`src/rtl/seg4_scan_if.sv`:
```
// Multiplexed 7-segment scan bus plus the decoded readback results.
// The display or bench drives the bus as master; the decoder is the slave.
interface seg4_scan_if;
  logic [7:0]  sm_seg;
  logic [3:0]  sm_bit;
  logic [13:0] num_out;
  logic [15:0] bcd_out;
  logic        num_valid;
  logic        seg_err;
  logic        frame_err;

  modport master (
    output sm_seg, sm_bit,
    input  num_out, bcd_out, num_valid, seg_err, frame_err
  );

  modport slave (
    input  sm_seg, sm_bit,
    output num_out, bcd_out, num_valid, seg_err, frame_err
  );
endinterface

```
`src/rtl/seg4_scan_decoder.sv`:
```
// Passive receiver for the 4-digit 7-segment scan bus: filter, decode, assemble and BCD->binary.
// Latency: digit3 accepted in cycle T gives num_valid in T+5; no backpressure (pure bus monitor).
module seg4_scan_decoder #(
  parameter int SETTLE_CYC  = 16,
  parameter int TIMEOUT_CYC = 262143
) (
  input  logic       clk_24m,
  input  logic       rst_n,
  seg4_scan_if.slave bus
);

  localparam int SW = $clog2(SETTLE_CYC);
  localparam int TW = $clog2(TIMEOUT_CYC + 1);
  localparam logic [SW-1:0] SETTLE_MAX  = SW'(SETTLE_CYC - 1);
  localparam logic [TW-1:0] TIMEOUT_MAX = TW'(TIMEOUT_CYC - 1);

  localparam logic [1:0] ST_IDLE    = 2'd0;
  localparam logic [1:0] ST_COLLECT = 2'd1;
  localparam logic [1:0] ST_CONVERT = 2'd2;
  localparam logic [1:0] ST_DONE    = 2'd3;

  logic [3:0]      bit_q;
  logic [7:0]      seg_q;
  logic [SW-1:0]   settle_cnt;
  logic            sampled;
  logic [1:0]      state;
  logic [1:0]      exp_idx;
  logic [1:0]      conv_idx;
  logic [3:0][3:0] slot;
  logic            bad;
  logic [TW-1:0]   tmo_cnt;
  logic [13:0]     acc;
  logic [13:0]     num_q;
  logic [15:0]     bcd_q;
  logic            valid_q;
  logic            seg_err_q;
  logic            frame_err_q;

  logic            bit_onehot;
  logic [1:0]      dig_idx;
  logic            dec_ok;
  logic [3:0]      dec_val;
  logic            accept;
  logic            bit_chg;
  logic            seg_chg;
  logic [13:0]     acc_nxt;

  always_comb begin
    bit_onehot = 1'b1;
    dig_idx    = 2'd0;
    case (bit_q)
      4'b1110: dig_idx = 2'd0;
      4'b1101: dig_idx = 2'd1;
      4'b1011: dig_idx = 2'd2;
      4'b0111: dig_idx = 2'd3;
      default: bit_onehot = 1'b0;
    endcase
  end

  // Full byte compare: a lit dp makes the pattern undecodable.
  always_comb begin
    dec_ok  = 1'b1;
    dec_val = 4'd0;
    case (seg_q)
      8'hc0: dec_val = 4'd0;
      8'hf9: dec_val = 4'd1;
      8'ha4: dec_val = 4'd2;
      8'hb0: dec_val = 4'd3;
      8'h99: dec_val = 4'd4;
      8'h92: dec_val = 4'd5;
      8'h82: dec_val = 4'd6;
      8'hf8: dec_val = 4'd7;
      8'h80: dec_val = 4'd8;
      8'h90: dec_val = 4'd9;
      default: dec_ok = 1'b0;
    endcase
  end

  assign bit_chg = (bus.sm_bit != bit_q);
  assign seg_chg = (bus.sm_seg != seg_q);
  assign accept  = (settle_cnt == SETTLE_MAX) && bit_onehot && !sampled &&
                   ((state == ST_IDLE) || (state == ST_COLLECT));
  assign acc_nxt = (acc << 3) + (acc << 1) + {10'd0, slot[conv_idx]};

  always_ff @(posedge clk_24m or negedge rst_n) begin
    if (!rst_n) begin
      bit_q       <= 4'hf;
      seg_q       <= 8'hff;
      settle_cnt  <= '0;
      sampled     <= 1'b0;
      state       <= ST_IDLE;
      exp_idx     <= 2'd0;
      conv_idx    <= 2'd0;
      slot        <= '0;
      bad         <= 1'b0;
      tmo_cnt     <= '0;
      acc         <= '0;
      num_q       <= '0;
      bcd_q       <= '0;
      valid_q     <= 1'b0;
      seg_err_q   <= 1'b0;
      frame_err_q <= 1'b0;
    end else begin
      bit_q       <= bus.sm_bit;
      seg_q       <= bus.sm_seg;
      valid_q     <= 1'b0;
      seg_err_q   <= 1'b0;
      frame_err_q <= 1'b0;

      if (bit_chg || seg_chg)
        settle_cnt <= '0;
      else if (settle_cnt != SETTLE_MAX)
        settle_cnt <= settle_cnt + 1'b1;

      // One sample per digit dwell: only a new digit select re-arms sampling.
      if (bit_chg)
        sampled <= 1'b0;
      else if (accept)
        sampled <= 1'b1;

      case (state)
        ST_IDLE: begin
          if (accept && (dig_idx == 2'd0)) begin
            slot[0] <= dec_val;
            bad     <= !dec_ok;
            exp_idx <= 2'd1;
            tmo_cnt <= '0;
            state   <= ST_COLLECT;
          end
        end

        ST_COLLECT: begin
          if (accept) begin
            if (dig_idx == exp_idx) begin
              slot[dig_idx] <= dec_val;
              tmo_cnt       <= '0;
              if (exp_idx == 2'd3) begin
                if (bad || !dec_ok) begin
                  seg_err_q <= 1'b1;
                  state     <= ST_IDLE;
                end else begin
                  acc      <= '0;
                  conv_idx <= 2'd3;
                  state    <= ST_CONVERT;
                end
              end else begin
                exp_idx <= exp_idx + 1'b1;
                bad     <= bad | !dec_ok;
              end
            end else begin
              frame_err_q <= 1'b1;
              state       <= ST_IDLE;
            end
          end else if (tmo_cnt == TIMEOUT_MAX) begin
            frame_err_q <= 1'b1;
            state       <= ST_IDLE;
          end else begin
            tmo_cnt <= tmo_cnt + 1'b1;
          end
        end

        // Horner over d3..d0; the last step lands straight in the output registers.
        ST_CONVERT: begin
          acc      <= acc_nxt;
          conv_idx <= conv_idx - 1'b1;
          if (conv_idx == 2'd0) begin
            num_q   <= acc_nxt;
            bcd_q   <= slot;
            valid_q <= 1'b1;
            state   <= ST_DONE;
          end
        end

        default: state <= ST_IDLE;
      endcase
    end
  end

  assign bus.num_out   = num_q;
  assign bus.bcd_out   = bcd_q;
  assign bus.num_valid = valid_q;
  assign bus.seg_err   = seg_err_q;
  assign bus.frame_err = frame_err_q;

endmodule

```
`src/flat_wrapper.sv`:
```
// flat-port wrapper written by rule: the top's interface ports become plain ports
module seg4_scan_decoder_flat 
#(
  parameter int SETTLE_CYC  = 16,
  parameter int TIMEOUT_CYC = 262143
)
  (clk_24m, rst_n, bus_sm_seg, bus_sm_bit, bus_num_out, bus_bcd_out, bus_num_valid, bus_seg_err, bus_frame_err);
  seg4_scan_if bus_i ();
  input  logic clk_24m;
  input  logic rst_n;
  input wire logic [$bits(bus_i.sm_seg)-1:0] bus_sm_seg;
  input wire logic [$bits(bus_i.sm_bit)-1:0] bus_sm_bit;
  output wire logic [$bits(bus_i.num_out)-1:0] bus_num_out;
  output wire logic [$bits(bus_i.bcd_out)-1:0] bus_bcd_out;
  output wire logic [$bits(bus_i.num_valid)-1:0] bus_num_valid;
  output wire logic [$bits(bus_i.seg_err)-1:0] bus_seg_err;
  output wire logic [$bits(bus_i.frame_err)-1:0] bus_frame_err;
  assign bus_i.sm_seg = bus_sm_seg;
  assign bus_i.sm_bit = bus_sm_bit;
  assign bus_num_out = bus_i.num_out;
  assign bus_bcd_out = bus_i.bcd_out;
  assign bus_num_valid = bus_i.num_valid;
  assign bus_seg_err = bus_i.seg_err;
  assign bus_frame_err = bus_i.frame_err;
  seg4_scan_decoder #(.SETTLE_CYC(SETTLE_CYC), .TIMEOUT_CYC(TIMEOUT_CYC)) u_core (.clk_24m(clk_24m), .rst_n(rst_n), .bus(bus_i));
endmodule
```
`config.mk`:
```
export PLATFORM = sky130hd
export DESIGN_NAME = seg4_scan_decoder_flat
export DESIGN_NICKNAME = d
export VERILOG_FILES = /design/src/rtl/seg4_scan_if.sv /design/src/rtl/seg4_scan_decoder.sv /design/src/flat_wrapper.sv
export SDC_FILE = /design/constraint.sdc
export NUM_CORES = 1
export LEC_CHECK = 0
export CAP_MARGIN = 20
export CORE_MARGIN = 2
export CORE_UTILIZATION = 24
export DETAILED_ROUTE_END_ITERATION = 16
export SETUP_SLACK_MARGIN = 0.2
export SLEW_MARGIN = 10
export SYNTH_ARGS = -nofsm -noshare
export SYNTH_HDL_FRONTEND = slang
export SYNTH_SLANG_ARGS = --single-unit
```
`constraint.sdc`:
```
create_clock -name clk_24m -period 3.5 [get_ports clk_24m]
set_input_delay 0.7 -clock clk_24m [delete_from_list [all_inputs] [get_ports clk_24m]]
set_output_delay 0.7 -clock clk_24m [all_outputs]
set_load 0.01 [all_outputs]
```
==> key figures <==
Status
  – Status: finished, final reports clean

Die
  – Die area: 25200 um^2
  – # rows: 56
  – I/O pin count: 47
  – Die Y: 159 um
  – Initial Util: 24.5%
  – Die width: 159 um
  – CORE AREA: 23500 um^2

Yosys
  – Largest family of logic cells by synthesized area: simple AND/OR/NAND/NOR gates
  – FF+latch count, synth: 104
  – Adder-cell share of the synthesized area: 7.44%
  – Mux contribution to synthesized area: 11.2%
  – Post-synthesis compound-gate area fraction: 13.1%
  – Cell variety after synth: 69
  – Post-synth EDFFs: 0
  – Ys flop type: dfrtp_1
  – Synth area leaders: dfrtp_1 (40%), mux2_2 (8.0%), ha_1 (6.7%)
  – Synthesized instance count: 541
  – Post-synth ARST share: 100%
  – Seq/Total Area, Yosys: 45.5%
  – Cell Area, Synth: 5750 um^2
  – Simple-Gate Fraction of Synth Area: 15.4%
  – Synthesis Warnings: 0
  – Avg Inst Size Synth: 10.6 um^2
  – Post-Synth XOR/XNOR Area: 3.65%
  – Top cell type's share of synthesized area: 40.0%
  – Syn Nets: 588
  – Biggest area consumer among synthesized cells: dfrtp_1

Placement
  – RePlAce Congestion: 0.816
  – HPWL after DPL: 9.64 mm
  – Pre-CTS WS: 231 ps
  – PortBufs: 46

Finish
  – Storage cell area: 2620 um^2
  – Fillers: 2436
  – Diodes inserted: 0
  – Share of post-route cells with drive strength above 1: 17.4%
  – Final nets: 640
  – Area grow syn2layout: 20.8%
  – Multi-input gate area: 2930 um^2

STA
  – Fmax: 320 MHz
  – Final hold vios: 0
  – Max-slew violation count: 0
  – Final setup fails: 0
  – Period utilization: 89.2%
  – Fin crit period: 3120 ps
  – Clock Skew: 10.7 ps
  – RSZ-0062 raised after global routing: false
  – Fin worst setup slack: 378 ps
  – Slew margin rel.: 46.6%
  – Least-Margin Pin Slew: 781 ps
  – Setup TNS after final layout: 0 ps

Worst hold path
  – Min-delay worst type: input port to asynchronous set/reset pin

Power and ir drop
  – PwrDens: 341 nW/um^2
  – Leakage: 3.02 nW
  – Max VDD drop: 0.229 mV

Flow run
  – Number of max-cap violations: 0

Setup path
  – Req. time, crit path: 3750 ps
  – CP arrival: 3370 ps
  – Slowest stage delay, CP: 500 ps
  – CP dominant cell by count: inv_1
  – Crit-path cells: mux4_2 -> inv_1 -> fa_1 -> inv_1 -> ha_1 -> a21oi_1 -> o211ai_1 -> o41a_1 -> xnor2_2 -> nor2_1 -> mux2_1
  – Setup CP Type: register to register
  – CP bufs+invs: 2
  – CP Launch Type: register
  – Crit-path max FO: 5
  – Worst path slowest cell: mux4_2
  – CP delay by family, top: multiplexers
  – Critical path endpoint category: register

Clock network
  – Hold buffer count at cts: 0
  – Worst-path clk slew: 80 ps
  – Clock sink total: 104
  – H-tree levels: 3
  – Clock Latency Late Sink: 360 ps
  – CTS tree: done
  – CTS max path bufs: 2
  – Clock buffer count from CTS: 9
  – Root Buffer: clkbuf_16

Global routing
  – Remaining Overflow, GRT: 0
  – Vias in the first global route: 4031
  – Met3 usage: 1.57%
  – Overall global routing resource usage: 10.4%
  – M2 GR Usage: 16.6%
  – GR Layer Usage met1: 14.1%
  – GR peak layer: met2
  – Initial antenna violation count: 0
  – Largest net degree at the start of global routing: 56
  – First-pass GRT wire length: 21.5 mm

Routing
  – Post-route DRC violation count: 0
  – Aggregate routed wire length: 12.9 mm
  – Vias: 4228
  – Routed len/inst: 14.0 um
  – Starting DRT DRC Count: 199
  – Drt first pass iters: 5
  – Vias per cell: 4.61
  – Final ANT Viol Nets: 0
==> area by class of cell <==
class | instances | share of cell area [%]
Inverter | 24 | 1.30
Tap cell | 319 | 5.74
Clock inverter | 6 | 1.04
Clock buffer | 10 | 3.44
Timing Repair Buffer | 65 | 8.64
Multi-Input combinational cell | 389 | 42.2
Sequential cell | 104 | 37.7
==> report_power, final <==
part / total (mW) / internal, mW / switching, mW / leakage [nW]
clock network: 1.06 / 0.585 / 0.476 / 0.155
registers: 1.23 / 1.21 / 0.0152 / 1.41
logic: 0.0778 / 0.0315 / 0.0463 / 1.45
==> cell usage after synthesis (7+ instances only) <==
| cell type | n |
|---|---|
| o211ai_1 | 8 |
| ha_1 | 31 |
| nor2_1 | 31 |
| dfrtp_1 | 92 |
| or3_1 | 15 |
| xnor2_1 | 11 |
| dfstp_2 | 12 |
| nand2_1 | 30 |
| mux2_2 | 41 |
| o21ai_0 | 31 |
| a21oi_1 | 29 |
| nand3_1 | 25 |
| clkbuf_1 | 13 |
| inv_1 | 23 |
| nor3_1 | 8 |
| xor2_1 | 13 |
| mux2i_1 | 7 |
| nor3b_1 | 8 |
| and3_1 | 9 |
==> cell families (layout without fill, tap and decap cells) <==
family | count (synthesis) | count (layout)
compound gates | 113 | 113
xor+xnor | 24 | 24
fa+ha+maj | 33 | 33
buf+inv | 48 | 105
flops | 104 | 104
mux | 54 | 54
simple gates | 165 | 165
==> per-stage QoR <==
stage / instance area (um^2) / hold WS, ps / util, % / power [mW] / cells
after global routing: 6950 / 452 / 29.6 / 2.46 / 917
after global placement: 6600 / 466 / 28.1 / 1.33 / 898
final: 6950 / 398 / 29.6 / 2.37 / 917
after floorplan: 5750 / 404 / - / 1.28 / 541
after detailed placement: 6600 / 474 / 28.1 / 1.33 / 898
after CTS: 6920 / 422 / 29.5 / 2.40 / 914
==> what timing repair did <==
| action | in CTS | in global routing |
|---|---|---|
| gates resized for setup | 0 | 3 |
| setup buffers | 0 | 3 |
| setup endpoints to repair | 0 | 8 |
==> metal layers <==
layer	wire length [um]	up-vias
met3	332	13
met1	6380	2066
met2	5930	64
li1	-	2085
met4	233	0
met5	0	-
==> cells in the final DEF (no fill, tap or decap), drive strengths merged, types with 9 or more instances in the layout <==
master / Yosys / final
and3: 9 / 9
nand2: 30 / 30
o21ai: 32 / 32
nand3: 26 / 26
ha: 31 / 31
xor2: 13 / 13
inv: 23 / 26
dfrtp: 92 / 92
buf: 10 / 20
a21oi: 29 / 29
dfstp: 12 / 12
mux2: 43 / 43
nor2: 31 / 31
xnor2: 11 / 11
clkbuf: 14 / 10
clkdlybuf4s50: 0 / 45
or3: 15 / 15
==> flip-flops by register name, summed over array words and instances (netlist names), 2 cells and up <==
| name | cells |
|---|---|
| u_core.slot | 16 |
| u_core.seg_q | 8 |
| u_core.tmo_cnt | 18 |
| u_core.bus.bcd_out | 16 |
| u_core.bit_q | 4 |
| u_core.bus.num_out | 14 |
| u_core.settle_cnt | 4 |
| u_core.conv_idx | 2 |
| u_core.acc | 13 |
| u_core.state | 2 |
| u_core.exp_idx | 2 |
==> path summary, 6_finish.rpt <==
path / start / end / slack (ps) / cells past startpoint
max in group asynchronous: rst_n / u_core.seg_q[5]$_DFF_PN1_ / 2320 / 2
max reg2reg: u_core.conv_idx[0]$_DFFE_PN0P_ / u_core.acc[9]$_DFFE_PN0P_ / 380 / 11
min reg2reg: u_core.bus.num_out[10]$_DFFE_PN0P_ / u_core.bus.num_out[10]$_DFFE_PN0P_ / 480 / 2
min in group clk_24m: u_core.bus.num_out[10]$_DFFE_PN0P_ / u_core.bus.num_out[10]$_DFFE_PN0P_ / 480 / 2
min: rst_n / u_core.tmo_cnt[8]$_DFFE_PN0P_ / 400 / 1
max: u_core.conv_idx[0]$_DFFE_PN0P_ / u_core.acc[9]$_DFFE_PN0P_ / 380 / 11
(Power assumes the default switching activity.)
